[src/rtl/stream_pkg.sv]
// Shared types and defaults for the frame streamer: raster size defaults,
// read-address width and the controller state encoding.
package stream_pkg;

  localparam int H_ACTIVE_DEF = 640;
  localparam int V_ACTIVE_DEF = 480;
  localparam int FRAME_PIXELS = H_ACTIVE_DEF * V_ACTIVE_DEF;
  localparam int ADDR_W       = 19;

  typedef enum logic [1:0] {
    ST_IDLE   = 2'd0,
    ST_PRIME  = 2'd1,
    ST_STREAM = 2'd2,
    ST_DONE   = 2'd3
  } state_t;

endpackage

[src/rtl/raster_counter.sv]
// x/y raster position of the next pixel to present, with x wrap into y and a
// last-pixel flag. The x/y outputs exist only when CROSSHAIR_EN is defined.
module raster_counter #(
  parameter int H_ACTIVE = 640,
  parameter int V_ACTIVE = 480,
  parameter int XW       = (H_ACTIVE > 1) ? $clog2(H_ACTIVE) : 1,
  parameter int YW       = (V_ACTIVE > 1) ? $clog2(V_ACTIVE) : 1
) (
  input  logic          i_clk,
  input  logic          i_reset,
  input  logic          i_clr,
  input  logic          i_en,
`ifdef CROSSHAIR_EN
  output logic [XW-1:0] o_x,
  output logic [YW-1:0] o_y,
`endif
  output logic          o_last
);

  logic [XW-1:0] r_x;
  logic [YW-1:0] r_y;
  logic          w_x_wrap;
  logic          w_y_wrap;

  assign w_x_wrap = (r_x == XW'(H_ACTIVE - 1));
  assign w_y_wrap = (r_y == YW'(V_ACTIVE - 1));

  always_ff @(posedge i_clk) begin
    if (i_reset || i_clr) begin
      r_x <= '0;
      r_y <= '0;
    end else if (i_en) begin
      if (w_x_wrap) begin
        r_x <= '0;
        r_y <= w_y_wrap ? '0 : r_y + 1'b1;
      end else begin
        r_x <= r_x + 1'b1;
      end
    end
  end

`ifdef CROSSHAIR_EN
  assign o_x = r_x;
  assign o_y = r_y;
`endif
  assign o_last = w_x_wrap && w_y_wrap;

endmodule

[src/rtl/frame_streamer.sv]
// Streams one frame from a 1-cycle-latency frame buffer to a stallable sink.
// Optional CROSSHAIR_EN overlays a marker row/column in mark_color.
module frame_streamer
  import stream_pkg::*;
#(
  parameter int H_ACTIVE = H_ACTIVE_DEF,
  parameter int V_ACTIVE = V_ACTIVE_DEF
) (
  input  logic              clk,
  input  logic              reset,
  input  logic              s,
  input  logic              hold,
  output logic [ADDR_W-1:0] mem_addr,
  input  logic [31:0]       mem_rdata,
  output logic [31:0]       data_out,
  output logic              valid,
  output logic              busy,
`ifdef CROSSHAIR_EN
  input  logic [31:0]       mark_x,
  input  logic [31:0]       mark_y,
  input  logic [31:0]       mark_color,
`endif
  output logic              done
);

  localparam int                NPIX      = H_ACTIVE * V_ACTIVE;
  localparam int                XW        = (H_ACTIVE > 1) ? $clog2(H_ACTIVE) : 1;
  localparam int                YW        = (V_ACTIVE > 1) ? $clog2(V_ACTIVE) : 1;
  localparam logic [ADDR_W-1:0] LAST_ADDR = ADDR_W'(NPIX - 1);

  state_t            r_state;
  state_t            w_state_nxt;
  logic [ADDR_W-1:0] r_addr;
  logic              r_rd_pend;
  logic              r_all_issued;
  logic              r_skid_v;
  logic [31:0]       r_skid;
  logic [31:0]       r_last_pix;
  logic              w_start;
  logic              w_avail;
  logic              w_present;
  logic              w_issue;
  logic              w_last_pix;
  logic [31:0]       w_pix;
  logic [31:0]       w_pix_out;

  // Sink handshake: a pixel transfers in every cycle with valid=1; valid is
  // never 1 while hold=1, and outside transfers data_out keeps the last pixel.
  assign w_avail   = (r_state == ST_STREAM) && (r_skid_v || r_rd_pend);
  assign w_present = w_avail && !hold;
  assign w_pix     = r_skid_v ? r_skid : mem_rdata;

  // A read is issued only if its data can land in an empty skid next cycle.
  assign w_issue = ((r_state == ST_PRIME) || (r_state == ST_STREAM)) &&
                   !r_all_issued && !(w_avail && hold);

  always_comb begin
    w_state_nxt = r_state;
    w_start     = 1'b0;
    case (r_state)
      ST_IDLE: begin
        if (s) begin
          w_state_nxt = ST_PRIME;
          w_start     = 1'b1;
        end
      end
      ST_PRIME:  w_state_nxt = ST_STREAM;
      ST_STREAM: if (w_present && w_last_pix) w_state_nxt = ST_DONE;
      ST_DONE:   w_state_nxt = ST_IDLE;
      default:   w_state_nxt = ST_IDLE;
    endcase
  end

  always_ff @(posedge clk) begin
    if (reset) begin
      r_state      <= ST_IDLE;
      r_addr       <= '0;
      r_rd_pend    <= 1'b0;
      r_all_issued <= 1'b0;
      r_skid_v     <= 1'b0;
      r_skid       <= '0;
      r_last_pix   <= '0;
    end else begin
      r_state   <= w_state_nxt;
      r_rd_pend <= w_issue;
      if (w_start) begin
        r_addr       <= '0;
        r_all_issued <= 1'b0;
      end else if (w_issue) begin
        if (r_addr == LAST_ADDR) r_all_issued <= 1'b1;
        else                     r_addr       <= r_addr + 1'b1;
      end
      if ((r_state == ST_STREAM) && r_rd_pend && hold) begin
        r_skid_v <= 1'b1;
        r_skid   <= mem_rdata;
      end else if (w_present) begin
        r_skid_v <= 1'b0;
      end
      if (w_present) r_last_pix <= w_pix_out;
    end
  end

`ifdef CROSSHAIR_EN
  logic [XW-1:0] w_x;
  logic [YW-1:0] w_y;
  logic [31:0]   r_mark_x;
  logic [31:0]   r_mark_y;

  always_ff @(posedge clk) begin
    if (reset) begin
      r_mark_x <= '0;
      r_mark_y <= '0;
    end else if (w_start) begin
      r_mark_x <= mark_x;
      r_mark_y <= mark_y;
    end
  end

  assign w_pix_out = ((32'(w_x) == r_mark_x) || (32'(w_y) == r_mark_y)) ? mark_color : w_pix;
`else
  assign w_pix_out = w_pix;
`endif

  raster_counter #(
    .H_ACTIVE (H_ACTIVE),
    .V_ACTIVE (V_ACTIVE),
    .XW       (XW),
    .YW       (YW)
  ) u_raster (
    .i_clk   (clk),
    .i_reset (reset),
    .i_clr   (w_start),
    .i_en    (w_present),
`ifdef CROSSHAIR_EN
    .o_x     (w_x),
    .o_y     (w_y),
`endif
    .o_last  (w_last_pix)
  );

  assign mem_addr = r_addr;
  assign valid    = w_present;
  assign data_out = w_present ? w_pix_out : r_last_pix;
  assign busy     = (r_state == ST_PRIME) || (r_state == ST_STREAM);
  assign done     = (r_state == ST_DONE);

endmodule

[config.mk]
export PLATFORM = sky130hd
export DESIGN_NAME = frame_streamer
export DESIGN_NICKNAME = d
export VERILOG_FILES = /design/src/rtl/stream_pkg.sv /design/src/rtl/raster_counter.sv /design/src/rtl/frame_streamer.sv
export SDC_FILE = /design/constraint.sdc
export NUM_CORES = 1
export LEC_CHECK = 0
export BUFFER_PORTS_ARGS = -buffer_cell sky130_fd_sc_hd__buf_4
export CORE_UTILIZATION = 50
export DETAILED_ROUTE_END_ITERATION = 8
export GPL_ROUTABILITY_DRIVEN = 0
export PLACE_DENSITY = 0.81
export SLEW_MARGIN = 20
export SYNTH_ARGS = -nofsm -noshare
export SYNTH_HDL_FRONTEND = slang
export SYNTH_HIERARCHICAL = 1
export SYNTH_SLANG_ARGS = --single-unit
[constraint.sdc]
create_clock -name clk -period 7.25 [get_ports clk]
set_input_delay 1.45 -clock clk [delete_from_list [all_inputs] [get_ports clk]]
set_output_delay 1.45 -clock clk [all_outputs]
set_load 0.02 [all_outputs]
======== Word level (Yosys, flattened, before mapping) ========
Index checks and enable logic that the tools add are counted.
Widths: inputs -> output; s select.
cells by class
  add/sub/neg operators ................... 3
  $mul .................................... 0
  div/mod/pow operators ................... 0
  magnitude comparators ................... 0
  equality and inequality tests ........... 8
  shift operators ......................... 0
  multiplexer cells ....................... 11
  bitwise logic cells ..................... 1
  reduce and logical (&&, ||, !) cells .... 22
operators with widths
  kind                   number
  $mux 32                2
  $add 19x1->19 const B  1
  $eq 19x19->1 const B   1
  $add 10x1->10 const B  1
  $eq 10x10->1 const B   1
  $mux 10                1
  $add 9x1->9 const B    1
  $eq 9x9->1 const B     1
  $logic_and 1x1->1      9
  $mux 9                 1
  $pmux 2 s4             1
  $reduce_and 2->1       4
  $eq 2x2->1 const B     2
  $mux 1                 4
  $mux 2                 2
  $logic_not 1->1        3
  $logic_or 1x1->1       3
  $eq 2x1->1 const B     1
  $logic_not 2->1        1
  $ne 2x1->1 const B     1
  $ne 2x2->1 const B     1
  $reduce_bool 2->1      1
  $reduce_or 2->1        1
  $not 1->1              1
word-level totals
  flip-flop bits (word level) ............. 107
  bits in latches ......................... 0
  memory bits (writable) .................. 0
  ROM bits ................................ 0
  bits of input ports ..................... 36
  output and inout bits ................... 54
  logic and storage cells ................. 54
  memories kept ........................... 0

======== Depth between registers and ports, before layout ========
Gate-level depths: netlist (run 1).
  depth after elaboration ................. 6
  depth in mapped cells ................... 10
  gate-level depth less buffers ........... 9

======== By module ========
Netlist (run 1), hierarchy kept.
modules (own cells, without submodules)
  module          instances  cells an instance  area an instance (µm²)  sequential area each (µm²)
  frame_streamer  1          465                3852.4                  1761.7
  raster_counter  1          102                937.1                   380.4

======== Worst setup path before layout (run 1) ========
No wires, ideal clock.
  path type ............................... input-to-output
  start point ............................. input port hold
  end point ............................... output port data_out[25]
  data arrival time ....................... 2446 ps
  data required time ...................... 5800 ps
  slack ................................... 3354 ps
  stages .................................. 5
  buffers on the path ..................... 2
  path through ............................ nor3b_2 -> buf_2 -> buf_2 -> nor2_1 -> a21oi_1
on the way
  longest elaborated chain between the ends .. 3
ends and longest elaborated chain
  item               line                  RTL
  start, declared    frame_streamer.sv:12  input logic hold,
  $logic_not 1->1    frame_streamer.sv:50  assign w_present = w_avail && !hold;
  $logic_and 1x1->1  frame_streamer.sv:50
  $mux 32            --
  end, declared      frame_streamer.sv:15  output logic [31:0] data_out,
No other way between the ends.

======== Worst setup path after layout (run 1) ========
  start point ............................. input port hold
  end point ............................... output port data_out[21]
Same word-level chain as after synthesis.

==> flow_metrics.tcl, run 1 <==
set metrics [dict create \
    status "finished, final reports clean" \
    routed.top_layer "met4" \
    drt_pre_antenna_iters 4 \
    cp_num_buf_inv 3 \
    numCtsBuffers 9 \
    drc 0 \
    rsz0062_at_grt "false" \
    finClkSkew_ps 14.7 \
    cpPeakStageDelay_ps 570 \
    clock_latency_ps 370 \
    route.met2.wl_microns 5210 \
    crit_chain "buf_4, nor3b_4, buf_4, nor2_1, a21oi_1, buf_4" \
    dieArea_sq_um 9980 \
    worst_pin_slew_ps 747 \
    drv_slew 0 \
    post_cts_buffers 0 \
    combPwrFrac_pct 21.7 \
    die_y_microns 99.9 \
    min_period_ps 4360 \
    start_util_pct 51.8 \
    portBuffers 89 \
    wl_per_cell_microns 13.6 \
    synth_area_leaders "dfxtp_1, a21oi_1, mux2i_1, nand2_1, nor2_1" \
    pre_cts_slack_ps 2930 \
    powerDensity_nw_per_um2 233 \
    n_antenna_cell 0 \
    die_w_microns 99.9 \
    cts_tree "built" \
    synth_top_area_share_pct 44.7 \
    drt-met1-wl_microns 4620 \
    grt_pass1_wl_microns 17600 \
    p_sw_w 0.000404 \
    fin_nets 682 \
    slowest_stage "buf_4" \
    syn-cell-area_sq_um 4790 \
    cp_top_family "buffers and inverters" \
    row_count 35 \
    detailed_place_hpwl_microns 6950 \
    core_area_sq_um 9240 \
    path_clk_slew_ps 100 \
    synth-seq-area-share_pct 44.7 \
    cts_root_buf "clkbuf_8" \
    antenna_found_initial 0 \
    ys_seq_elements 107 \
    cap_violations 0 \
    dp.cells 757 \
    drive_gt1_share_pct 18.8 \
    clkPwrFrac_pct 30.9 \
    p_leak_nw 2.15 \
    p_int_w 0.000929 \
    hold_viol 0 \
    period_share_pct 60.1 \
    grt_max_degree 74 \
    ios 90 \
    fin_cells 773 \
    arrival_ps 2910 \
    hold_class "reg2reg" \
    synth_cells 567 \
    synth_warnings 6 \
    relSlewSlack_pct 50.2 \
    finalSetupViolations 0 \
    yosysTopAreaCell "dfxtp_1" \
    clock_path_buffers 2 \
    cp_common_cell "buf_4" \
    grt_pass1_vias 3932 \
    grtUsageTotal_pct 21.6 \
    grt_remaining_overflow 0 \
    p_seq_share_pct 47.4 \
    synth_edf_count 0 \
    final_antenna_net_count 0 \
    required_ps 5800 \
    wl_microns 10500 \
    area_growth_pct 19.4 \
    path_class "in2out" \
    cts.repair.resized 0 \
    synth_ff_type "dfxtp_1" \
    p_sw_share_pct 30.3 \
    avgSynthCellArea_sq_um 8.45 \
    fin_ws_ps 2890 \
    fmax_ghz 0.230 \
    htree_levels 3 \
    drt-initial-drc-count 138 \
    worst_ir_drop_vdd_mv 0.149 \
    route.met3.wl_microns 550 \
    clock-sinks 107 \
    synth_fp_nets 610 \
    yosys.cell_types.count 45 \
    synth_async_sr_flop_share_pct 0 \
    cts-hold-fix-buffers 0 \
    tns_ps 0 \
    crit_path_max_fanout 71 \
    cp-start-kind "input port" \
    crit_path_end_kind "primary output" \
    via_per_inst 5.40 \
    routed-via-count 4172 \
]
cell type report:
type | instances | area [sq um]
clock buffers | 9 | 124
clock inverters | 7 | 106
fillers | 801 | 3520
inverters | 10 | 37.5
multi-input cells | 418 | 2450
flip-flops and latches | 107 | 2140
well taps | 129 | 161
repair buffers | 93 | 698
power by group through the flow:
stage / Sequential (W) / Clock (W) / Combinational, W
after floorplan: 0.000644 / 0 / 0.000191
final: 0.000632 / 0.000412 / 0.000289
after CTS: 0.000632 / 0.000422 / 0.000290
after detailed placement: 0.000646 / 0 / 0.000288
after global placement: 0.000644 / 0 / 0.000280
after global routing: 0.000636 / 0.000444 / 0.000318
metal layers:
layer  up-vias  global-route usage, %
met1      1994                   26.3
met2        88                   37.3
li1       2083                      -
met4         0                   7.24
met5         -                      0
met3         7                   5.36
worst paths after layout:
| path | startpoint | cells after the start | slack, ps | end |
|---|---|---|---|---|
| setup / recovery | hold | 6 | 2890 | data_out[21] |
| hold / removal | r_skid[30]$_SDFFE_PP0P_ | 2 | 460 | r_skid[30]$_SDFFE_PP0P_ |
| setup reg to reg | r_state[0]$_SDFFE_PP0P_ | 8 | 4350 | u_raster/r_y[5]$_SDFFE_PP0P_ |
| hold reg to reg | r_skid[30]$_SDFFE_PP0P_ | 2 | 460 | r_skid[30]$_SDFFE_PP0P_ |
kinds of logic after synthesis:
logic type	count (synthesis)	share of synthesized area, %
xor gates and xnor gates	16	2.93
buffers and inverters	42	4.28
DFF	107	44.7
AOI/OAI and AO/OA	107	12.7
adders and majority gates	7	1.83
muxes	35	7.31
and+or+nand+nor	253	26.3
tightest hold or removal path, cell delays in order (launching register included):
cell and delay, ps:
dfxtp_1 320, nand2_1 50, a21oi_1 50
synth_stat cells (8+ instances only):
| library cell | count |
|---|---|
| o21ai_0 | 8 |
| nand4_1 | 8 |
| inv_1 | 10 |
| xor2_1 | 9 |
| and3_1 | 8 |
| buf_2 | 8 |
| a21oi_1 | 77 |
| clkbuf_1 | 19 |
| nand2_1 | 87 |
| nand3_1 | 10 |
| nor2b_1 | 34 |
| dfxtp_1 | 107 |
| nor2_1 | 62 |
| mux2i_1 | 35 |
registers in the layout, indices dropped and copies added, names as in the netlist:
signal,count
r_rd_pend,1
r_skid,32
u_raster/r_y,9
r_skid_v,1
mem_addr,19
r_state,2
r_last_pix,32
u_raster/r_x,10
r_all_issued,1
cell usage in the layout, fill, tap and decap left out, types with 4 or more instances in the layout:
cell        n
dfxtp_1   106
buf_4      93
nand2_1    87
a21oi_1    77
nor2_1     62
mux2i_1    35
nor2b_1    34
inv_1      10
nand3_1    10
xor2_1      9
clkbuf_8    9
and3_1      8
o21ai_0     8
nand4_1     8
nor3_1      7
xnor2_1     7
or4_1       7
ha_1        7
or3_1       6
o31ai_1     5
and4_1      4
stage by stage:
| step | total power (W) | area, sq um | hold WS, ps | util (%) |
|---|---|---|---|---|
| 2_1_floorplan | 0.000835 | 4790 | 436 | - |
| 3_3_place_gp | 0.000924 | 5490 | 441 | 59.4 |
| 3_5_place_dp | 0.000934 | 5490 | 449 | 59.4 |
| 4_1_cts | 0.00134 | 5720 | 463 | 61.9 |
| 5_1_grt | 0.00140 | 5720 | 478 | 61.9 |
| 6_report | 0.00133 | 5720 | 460 | 61.9 |
Note: power is estimated with default switching activity, not from simulation.
==> run 2, diff against run 1 <==
ABC_AREA = 1   (was default)
PLACE_DENSITY = 0.8   (was 0.81)
clock period = 4.47 ns   (was 7.25 ns; I/O delays follow)
==> flow_metrics.tcl, run 2 <==
set metrics [dict create \
    arrival_ps 2860 \
    grt_remaining_overflow 0 \
    grtUsageTotal_pct 21.7 \
    synth_area_leaders "dfxtp_1, nor2_1, inv_1, nand2_1, a21oi_1" \
    die_y_microns 105 \
    synth_async_sr_flop_share_pct 0 \
    synth_fp_nets 815 \
    drc 0 \
    synth-compound-area-share_pct 15.7 \
    crit_path_max_fanout 37 \
    mostFrequentLayoutCell "nor2_1" \
    cts-hold-fix-buffers 0 \
    status "finished, final reports clean" \
    portBuffers 89 \
    cp-start-kind "register" \
    fin_nets 887 \
    pre_cts_slack_ps 939 \
    hold_viol 0 \
    reg2reg_depth 11 \
    path_clk_slew_ps 100 \
    r2r_slack_ps 1650 \
    drt_pre_antenna_iters 5 \
    via_per_inst 4.89 \
    core_area_sq_um 10300 \
    reg2reg_from "r_state[0]$_SDFFE_PP0P_" \
    wl_per_cell_microns 11.5 \
    wl_microns 11300 \
    dieArea_sq_um 11000 \
    yosys.area_share.xor_xnor_pct 1.33 \
    row_count 37 \
    drv_slew 0 \
    htree_levels 3 \
    tns_ps 0 \
    cp-endpoint "data_out[24]" \
    p_total_w 0.00229 \
    finalSetupViolations 0 \
    synth_top_family_by_area "simple AND/OR/NAND/NOR gates" \
    min_period_ps 3760 \
    crit_path_end_kind "primary output" \
    avgSynthCellArea_sq_um 6.83 \
    clock_latency_ps 370 \
    worst_ir_drop_vdd_mv 0.219 \
    fin_ws_ps 713 \
    required_ps 3580 \
    grt_max_degree 66 \
    p_leak_nw 2.94 \
    ios 90 \
    synth_fa_ha_area_share_pct 1.66 \
    die_w_microns 105 \
    synthTopCellsByCount "nor2_1, inv_1, nand2_1" \
    area_growth_pct 17.3 \
    synth-seq-area-share_pct 40.6 \
    relSlewSlack_pct 34.8 \
    synth.mux.area_fraction_pct 0 \
    yosysMostFrequentCell "nor2_1" \
    syn-cell-area_sq_um 5280 \
    powerDensity_nw_per_um2 370 \
    drive_gt1_share_pct 19.8 \
    synth_edf_count 0 \
    drt-initial-drc-count 145 \
    timing.rr.end "u_raster/r_x[9]$_SDFFE_PP0P_" \
    path_class "reg2out" \
    worst_pin_slew_ps 974 \
    cts_tree "built" \
    layout_common_cells "nor2_1, inv_1, nand2_1" \
    clock-sinks 107 \
    cts.repair.resized 0 \
    start_util_pct 51.3 \
    cpPeakStageDelay_ps 480 \
    numCtsBuffers 9 \
    final_antenna_net_count 0 \
    finClkSkew_ps 12.9 \
    grt_pass1_vias 4365 \
    ys_seq_elements 107 \
    slowest_stage "inv_1" \
    cp_common_cell "inv_1" \
    post_cts_buffers 0 \
    clock_path_buffers 2 \
    synth_cells 772 \
    period_share_pct 84.0 \
    hold_class "reg2reg" \
    synth_ff_type "dfxtp_1" \
    yosysTopAreaCell "dfxtp_1" \
    crit_chain "inv_1, ha_1, nand2_1, nand2_2, nand2_4, inv_1, or2_2, o21ai_0, inv_1, buf_4" \
    synth_top_area_share_pct 40.6 \
    cap_violations 0 \
    yosys.area_share.simple_pct 29.5 \
    yosys.cell_types.count 38 \
    antenna_found_initial 0 \
    detailed_place_hpwl_microns 7750 \
    routed-via-count 4820 \
    crit_path_start "r_state[0]$_SDFFE_PP0P_" \
    n_antenna_cell 0 \
    cts_root_buf "clkbuf_8" \
    grt_pass1_wl_microns 19600 \
    rsz0062_at_grt "false" \
    synth_warnings 6 \
    fmax_ghz 0.266 \
]
run 2: cells by family (layout without fill, tap and decap cells):
| kind of cell | count (synthesis) | in the layout |
|---|---|---|
| and+or+nand+nor | 339 | 339 |
| DFF | 107 | 107 |
| buffers and inverters | 149 | 226 |
| AOI/OAI and AO/OA | 162 | 162 |
| adders and majority gates | 7 | 7 |
| xor gates and xnor gates | 8 | 8 |
run 2: how the worst min path moves through the flow:
stage,cells past startpoint,slack (ps),to,from
CTS,2,460,r_skid[27]$_SDFFE_PP0P_,r_skid[27]$_SDFFE_PP0P_
global placement,2,440,r_skid[9]$_SDFFE_PP0P_,r_skid[9]$_SDFFE_PP0P_
floorplan,2,430,r_skid[13]$_SDFFE_PP0P_,r_skid[13]$_SDFFE_PP0P_
detailed placement,2,450,r_skid[9]$_SDFFE_PP0P_,r_skid[9]$_SDFFE_PP0P_
finish,2,460,r_skid[27]$_SDFFE_PP0P_,r_skid[27]$_SDFFE_PP0P_
global route,2,470,r_skid[20]$_SDFFE_PP0P_,r_skid[20]$_SDFFE_PP0P_
run 2: metrics by stage:
step           area (sq um)  cells  hold slack (ps)  util [%]
2_1_floorplan          5280    772              429         -
3_5_place_dp           5990    969              445      58.3
6_report               6190    985              459      60.2
4_1_cts                6180    985              462      60.2
5_1_grt                6190    985              473      60.2
3_3_place_gp           5990    969              441      58.3
run 2: final cells by class:
class | count | area, sq um
clock buffer | 10 | 128
clock inverter | 6 | 60.1
fill | 985 | 4090
inverter | 118 | 443
multi-input combinational | 516 | 2550
sequential | 107 | 2140
tap | 136 | 170
timing repair buffer | 92 | 691
run 2: power breakdown:
part	leakage, nW	switching, W	internal (W)	total (W)
sequential	0.864	0.0000284	0.00102	0.00105
clock	0.0942	0.000348	0.000215	0.000563
combinational	1.99	0.000432	0.000248	0.000680
total	2.94	0.000808	0.00148	0.00229
run 2: worst max-delay path, delay by kind of cell, from the launching register on:
kind / cells / cell delay [ps]
adders and majority gates: 1 / 280
DFF: 1 / 360
buffers and inverters: 4 / 800
and+or+nand+nor: 4 / 890
AOI/OAI and AO/OA: 1 / 150
run 2: routing by layer:
layer,wire [microns],vias to the layer above,global-route usage (%)
met5,0,-,0
met4,60,0,4.02
li1,-,2564,-
met2,5230,100,35.6
met1,5530,2150,29.0
met3,523,6,5.36
